## src/rtl/weight_ctrl_pkg.sv

```systemverilog
// Shared types and defaults for the weight sequencing controller.
package weight_ctrl_pkg;

    localparam int unsigned N_WEIGHTS_DEF = 8001;
    localparam int unsigned IDX_W_DEF     = 13;

    typedef enum logic [1:0] {
        IDLE = 2'd0,
        FWD  = 2'd1,
        UPD  = 2'd2,
        FIN  = 2'd3
    } state_t;

endpackage

```

## src/rtl/weight_seq_ctrl_counter.sv

```systemverilog
// Modulo-N index counter: counts enabled cycles, wraps to 0 after N-1.
module mod_n_counter #(
    parameter int unsigned N = 8001,
    parameter int unsigned W = 13
) (
    input  logic         clk,
    input  logic         rst,
    input  logic         i_enable,
    input  logic         i_clear,
    output logic [W-1:0] o_count,
    output logic         o_wrap_c
);

    localparam logic [W-1:0] LAST = W'(N - 1);

    assign o_wrap_c = i_enable && (o_count == LAST);

    always_ff @(posedge clk or posedge rst) begin
        if (rst) begin
            o_count <= '0;
        end else if (i_clear || o_wrap_c) begin
            o_count <= '0;
        end else if (i_enable) begin
            o_count <= o_count + W'(1);
        end
    end

endmodule

```

## src/rtl/weight_seq_ctrl.sv

```systemverilog
// Sequences forward and update passes over a circular weight store,
// issuing exactly N_WEIGHTS shifts per pass so the rotation stays aligned.
module weight_seq_ctrl
    import weight_ctrl_pkg::*;
#(
    parameter int unsigned N_WEIGHTS = N_WEIGHTS_DEF,
    parameter int unsigned IDX_W     = IDX_W_DEF
) (
    input  logic             Clk,
    input  logic             RST,
    input  logic             start_fwd,
    input  logic             start_upd,
    input  logic [7:0]       w_in,
    input  logic             mac_ready,
    input  logic [7:0]       delta_in,
    input  logic             delta_valid,
    output logic             ComputeH,
    output logic             Get,
    output logic             Update,
    output logic [7:0]       delta_w,
    output logic [7:0]       w_data,
    output logic             w_valid,
    output logic [IDX_W-1:0] w_idx,
    output logic             busy,
    output logic             done
);

    state_t r_state;
    state_t w_next_state;
    logic   w_cnt_en;
    logic   w_cnt_clr;
    logic   w_wrap;

    // A transfer is a consumer accept in FWD or a qualified delta in UPD.
    assign w_cnt_en  = ((r_state == FWD) && mac_ready) ||
                       ((r_state == UPD) && delta_valid);
    assign w_cnt_clr = (r_state == IDLE);

    mod_n_counter #(
        .N (N_WEIGHTS),
        .W (IDX_W)
    ) u_idx (
        .clk      (Clk),
        .rst      (RST),
        .i_enable (w_cnt_en),
        .i_clear  (w_cnt_clr),
        .o_count  (w_idx),
        .o_wrap_c (w_wrap)
    );

    always_ff @(posedge Clk or posedge RST) begin
        if (RST) begin
            r_state <= IDLE;
        end else begin
            r_state <= w_next_state;
        end
    end

    always_comb begin
        w_next_state = r_state;
        ComputeH     = 1'b0;
        Get          = 1'b0;
        Update       = 1'b0;
        delta_w      = 8'h00;
        w_data       = 8'h00;
        w_valid      = 1'b0;
        busy         = 1'b0;
        done         = 1'b0;

        case (r_state)
            IDLE: begin
                // Forward wins a simultaneous request; the update request is dropped.
                if (start_fwd) begin
                    w_next_state = FWD;
                end else if (start_upd) begin
                    w_next_state = UPD;
                end
            end
            FWD: begin
                busy     = 1'b1;
                w_valid  = 1'b1;
                w_data   = w_in;
                ComputeH = mac_ready;
                Get      = mac_ready;
                if (w_wrap) begin
                    w_next_state = FIN;
                end
            end
            UPD: begin
                busy    = 1'b1;
                Update  = delta_valid;
                delta_w = delta_valid ? delta_in : 8'h00;
                if (w_wrap) begin
                    w_next_state = FIN;
                end
            end
            FIN: begin
                busy         = 1'b1;
                done         = 1'b1;
                w_next_state = IDLE;
            end
            default: begin
                w_next_state = IDLE;
            end
        endcase
    end

endmodule

```

## config.mk

```make
export PLATFORM = sky130hd
export DESIGN_NAME = weight_seq_ctrl
export DESIGN_NICKNAME = d
export VERILOG_FILES = /design/src/rtl/weight_ctrl_pkg.sv /design/src/rtl/weight_seq_ctrl_counter.sv /design/src/rtl/weight_seq_ctrl.sv
export SDC_FILE = /design/constraint.sdc
export NUM_CORES = 1
export LEC_CHECK = 0
export BUFFER_PORTS_ARGS = -buffer_cell sky130_fd_sc_hd__buf_2
export CAP_MARGIN = 40
export CORE_MARGIN = 8
export CORE_UTILIZATION = 40
export DETAILED_ROUTE_END_ITERATION = 10
export HOLD_SLACK_MARGIN = 0.03
export PLACE_DENSITY = 0.71
export SLEW_MARGIN = 25
export SYNTH_ARGS = -nofsm -noshare
export SYNTH_HDL_FRONTEND = slang
export SYNTH_SLANG_ARGS = --single-unit
```

## constraint.sdc

```tcl
create_clock -name Clk -period 2.71 [get_ports Clk]
set_input_delay 0.271 -clock Clk [delete_from_list [all_inputs] [get_ports Clk]]
set_output_delay 0.271 -clock Clk [all_outputs]
set_load 0.02 [all_outputs]
```

**Word-level counts from Yosys, hierarchy flattened**

Index checks and enable logic that the tools add are counted.

- Flip-flop bits (word level): 15
- Output and inout bits: 35
- Input bits: 22
- Logic and storage cells: 33

- Multiplexer cells: 14
- Add/sub/neg operators: 1
- Equal/unequal tests: 6
- Reduce and logical (&&, ||, !) cells: 10

Operator list:

| kind | count |
|---|---|
| $mux 13 | 2 |
| $mux 8 | 3 |
| $add 13x1->13 const B | 1 |
| $eq 13x13->1 const B | 1 |
| $mux 2 | 3 |
| $pmux 2 s3 | 1 |
| $mux 1 | 5 |
| $eq 2x2->1 const B | 2 |
| $logic_and 1x1->1 | 3 |
| $ne 3x3->1 const B | 1 |
| $reduce_or 3->1 | 1 |
| $eq 2x1->1 const B | 1 |
| $logic_not 2->1 | 1 |
| $logic_or 1x1->1 | 2 |
| $ne 2x1->1 const B | 1 |
| $reduce_and 2->1 | 1 |
| $reduce_bool 2->1 | 1 |
| $reduce_or 2->1 | 1 |

**Depth between registers and ports, before layout**

- Depth after elaboration: 6
- Depth in mapped cells: 7
- Depth with buffers taken out: 6

**Cells and area by module**

From an unflattened synthesis, not the netlist that was laid out.

- Cells, all modules: 113
- Area total of the unflattened synthesis: 1041.0 um^2

By module, submodules not included:

| module | area an instance (um^2) | cells each | times used | sequential area each (um^2) |
|---|---|---|---|---|
| mod_n_counter | 711.9 | 70 | 1 | 325.3 |
| weight_seq_ctrl | 329.1 | 43 | 1 | 50.0 |

**Least setup slack after synthesis**

No wires, ideal clock.

- Path kind: flip-flop to flip-flop
- Start point: reg u_idx.o_count[0]
- End point: reg r_state[0]
- Clock period less this slack: 2341 ps
- Data required time: 2585 ps
- Path buffers: 0
- Setup slack: 369 ps
- Data arrival time: 2216 ps
- Library setup time: 125 ps
- Cell stages (with the launch flop): 7
- Path through: dfrtp_1 > inv_1 > ha_1 > or4b_1 > or4_4 > a22o_4 > mux2_4

- Word-level cells in the longest chain between the ends: 4

RTL lines:

| item | RTL line | source |
|---|---|---|
| from (decl) | weight_seq_ctrl_counter.sv:10 | `output logic [W-1:0] o_count,` |
| from (signal assigned) | weight_seq_ctrl_counter.sv:24 | `o_count <= o_count + W'(1);` |
| $eq 13x13->1 | weight_seq_ctrl_counter.sv:16 | `assign o_wrap_c = i_enable && (o_count == LAST);` |
| $logic_and 1x1->1 | weight_seq_ctrl_counter.sv:16 |  |
| $ne 2x1->1 (no source line) | -- |  |
| $reduce_and 2->1 (no source line) | -- |  |
| to (signal assigned) | weight_seq_ctrl.sv:55 | `r_state <= w_next_state;` |
| to (decl) | weight_seq_ctrl.sv:28 | `state_t r_state;` |

Every way passes these cells.
A chain may end at the register's enable or synchronous reset.

**Final worst setup path**

Same ends and word-level chain as after synthesis.

==> results.sh <==
export IMPL_min_period_over_period=0.8703
export IMPL_synthArstFlopShare=1.000
export IMPL_syn_to_final_growth_pct=31.78
export IMPL_synth_seq_cells=15
export IMPL_routed_via_density=4.865
export IMPL_synth_cell_type_count=26
export IMPL_cts_resized=0
export IMPL_cpMaxStageDelayCell="or4_4"
export IMPL_vias=973
export IMPL_synth_most_common_cell="dfrtp_1"
export IMPL_tightest_slew_ps=572.6
export IMPL_syn_inst=115
export IMPL_wl_met3_um=109
export IMPL_yosysSeqAreaShare=0.3667
export IMPL_maxCapViolCount=0
export IMPL_syn_area_per_cell_um2=8.900
export IMPL_initial_core_util=0.4169
export IMPL_yosysTopAreaCellShare=0.3667
export IMPL_die_area_um2=4434
export IMPL_outcome="finished, final reports clean"
export IMPL_finalHoldViolations=0
export IMPL_grt_pass1_wl_mm=4.581
export IMPL_reg2reg_from="u_idx.o_count[0]"
export IMPL_clkTransAtPathRegs_ps=100
export IMPL_ys_top_cells_by_area="dfrtp_1 37%, ha_1 8.6%, xnor2_1 7.7%, and2_1 6.1%, and3_1 4.9%"
export IMPL_synth_net_count=144
export IMPL_portBuffers=56
export IMPL_yosysTopAreaCell="dfrtp_1"
export IMPL_cts_tree="done"
export IMPL_drt_initial_drc_count=31
export IMPL_rsz0062_at_grt="false"
export IMPL_dr_wl_met2_mm=1.519
export IMPL_hold_buffers=0
export IMPL_antennaDiodeCount=0
export IMPL_dp_hpwl_mm=2.240
export IMPL_final_cells=200
export IMPL_clkLatencyLatePin_ps=290
export IMPL_drc_errors=0
export IMPL_cts_sinks=15
export IMPL_antenna_found_initial=0
export IMPL_wl_per_cell_um=13.60
export IMPL_dp_cells=196
export IMPL_hp_class="in2async"
export IMPL_rows=18
export IMPL_track_usage=0.1291
export IMPL_cp_required_ps=2890
export IMPL_h_tree_depth=1
export IMPL_worst_hold_slack_ps=19.21
export IMPL_wirelength_mm=2.719
export IMPL_grt_pass1_vias=970
export IMPL_finalClockSkew_ps=4.799
export IMPL_fin_setup_tns_ps=0
export IMPL_fin_util=0.5494
export IMPL_final_nets=200
export IMPL_slowest_delay_ps=570
export IMPL_netlist_area_um2=1023
export IMPL_ant_nets=0
export IMPL_crit_type="reg2reg"
export IMPL_p_total_w=0.001081
export IMPL_ios=57
export IMPL_route_layer_met1_wl_mm=1.073
export IMPL_relSlewSlack=0.6178
export IMPL_synth_top_flop_cell="dfrtp_1"
export IMPL_coreArea_um2=2455
export IMPL_endpoint_kind="flop"
export IMPL_drv_slew=0
export IMPL_peakVddDrop_v=0.0005408
export IMPL_worstPathArrival_ps=2540
export IMPL_grt_start_max_net_pins=16
export IMPL_finalSetupViolations=0
export IMPL_p_per_area_nw_per_um2=801.5
export IMPL_die_w_um=66.59
export IMPL_cts_root_buf="clkbuf_4"
export IMPL_clock_path_buffers=2
export IMPL_drive_gt1_frac=0.3824
export IMPL_maxClockFrequency_mhz=424.0
export IMPL_die_h_um=66.59
export IMPL_numCtsBuffers=3
export IMPL_drtPass1Iterations=4
export IMPL_synth_commonest_cells="15 x dfrtp_1, 13 x nor2_1, 12 x nand2_1, 10 x and2_1, 9 x xnor2_1"
export IMPL_gp_congestion=0.8905
export IMPL_routed_top_layer="met4"
export IMPL_worstPathMaxFanout=5
export IMPL_ys_warn_count=0
export IMPL_overflow=0
export IMPL_power_leakage_nw=0.7608
export IMPL_cts_setup_buffers=0
export IMPL_post_route_min_period_ps=2358
export IMPL_crit_start="u_idx.o_count[0]"
export IMPL_path_cells="inv_1, ha_1, or4b_1, or4_4, a22o_4, mux2_4"
export IMPL_synth_edf_count=0
export IMPL_start_kind="flop"
flip-flops by register name, indices dropped and copies added, names as in the netlist:
signal         cells
u_idx.o_count     13
r_state            2
per-layer routing:
| layer | track usage | up-vias |
|---|---|---|
| met5 | 0 | - |
| met4 | 0.01867 | 0 |
| met3 | 0.03691 | 2 |
| met2 | 0.2473 | 21 |
| met1 | 0.1367 | 453 |
| li1 | - | 497 |
path summary, 6_finish.rpt:
| check | slack, ps | cells past startpoint | endpoint |
|---|---|---|---|
| worst max register to register | 350 | 6 | r_state[0] |
| worst min register to register | 570 | 2 | u_idx.o_count[11] |
| min in group Clk | 350 | 4 | r_state[0] |
| max in group asynchronous | 2310 | 2 | u_idx.o_count[7] |
| worst min-delay path | 20 | 2 | u_idx.o_count[8] |
| worst max-delay path | 350 | 6 | r_state[0] |
cells by family after synthesis:
logic type,synth area share
AND/OR/NAND/NOR,0.3240
AO/OA/AOI/OAI,0.04768
buffers and inverters,0.05257
flip-flops,0.3667
multiplexers,0.02934
adder cells (fa/ha/maj),0.08557
XOR/XNOR,0.09414
area by class of cell:
type	instances	area [um^2]
clock inverters	1	5.005
repair buffers	57	287.8
well taps	30	37.54
multi-input cells	87	594.3
flip-flops and latches	15	375.4
clock buffers	3	22.52
fillers	236	1106
inverters	7	26.28
power by group:
group          total (W)  switching [W]  internal (W)  leakage (nW)
logic           0.000659       0.000390      0.000268         0.539
registers       0.000291      0.0000364      0.000254         0.204
clock network   0.000132      0.0000767     0.0000549        0.0177
placed cells by master, fill, tap and decap left out, types with 2 or more instances in the layout:
cell / netlist / layout
nor4b_1: 2 / 2
a21oi_1: 2 / 2
inv_1: 7 / 7
nor2_1: 13 / 13
nand3_1: 3 / 3
xnor2_1: 9 / 9
nand4_1: 4 / 4
buf_2: 1 / 56
clkbuf_4: 0 / 3
nor4_1: 4 / 4
nand2_1: 12 / 12
dfrtp_1: 15 / 15
nor3_1: 2 / 2
ha_1: 7 / 7
mux2_4: 2 / 2
and3_1: 8 / 8
xor2_1: 2 / 2
and2_1: 10 / 10
critical path: cells and delay by family (launching register included):
family / cells / cell delay [ps]
flops: 1 / 440
buf+inv: 1 / 100
mux: 1 / 290
simple gates: 2 / 1000
fa+ha+maj: 1 / 130
compound gates: 1 / 290
metrics by stage:
step                setup slack (ps)  instance area (um^2)
finish                         351.6                  1349
global route                   262.9                  1349
CTS                            349.3                  1349
detailed placement             370.5                  1321
global placement               437.6                  1321
floorplan                      369.3                  1023
Power figures use the tool's default switching activity.
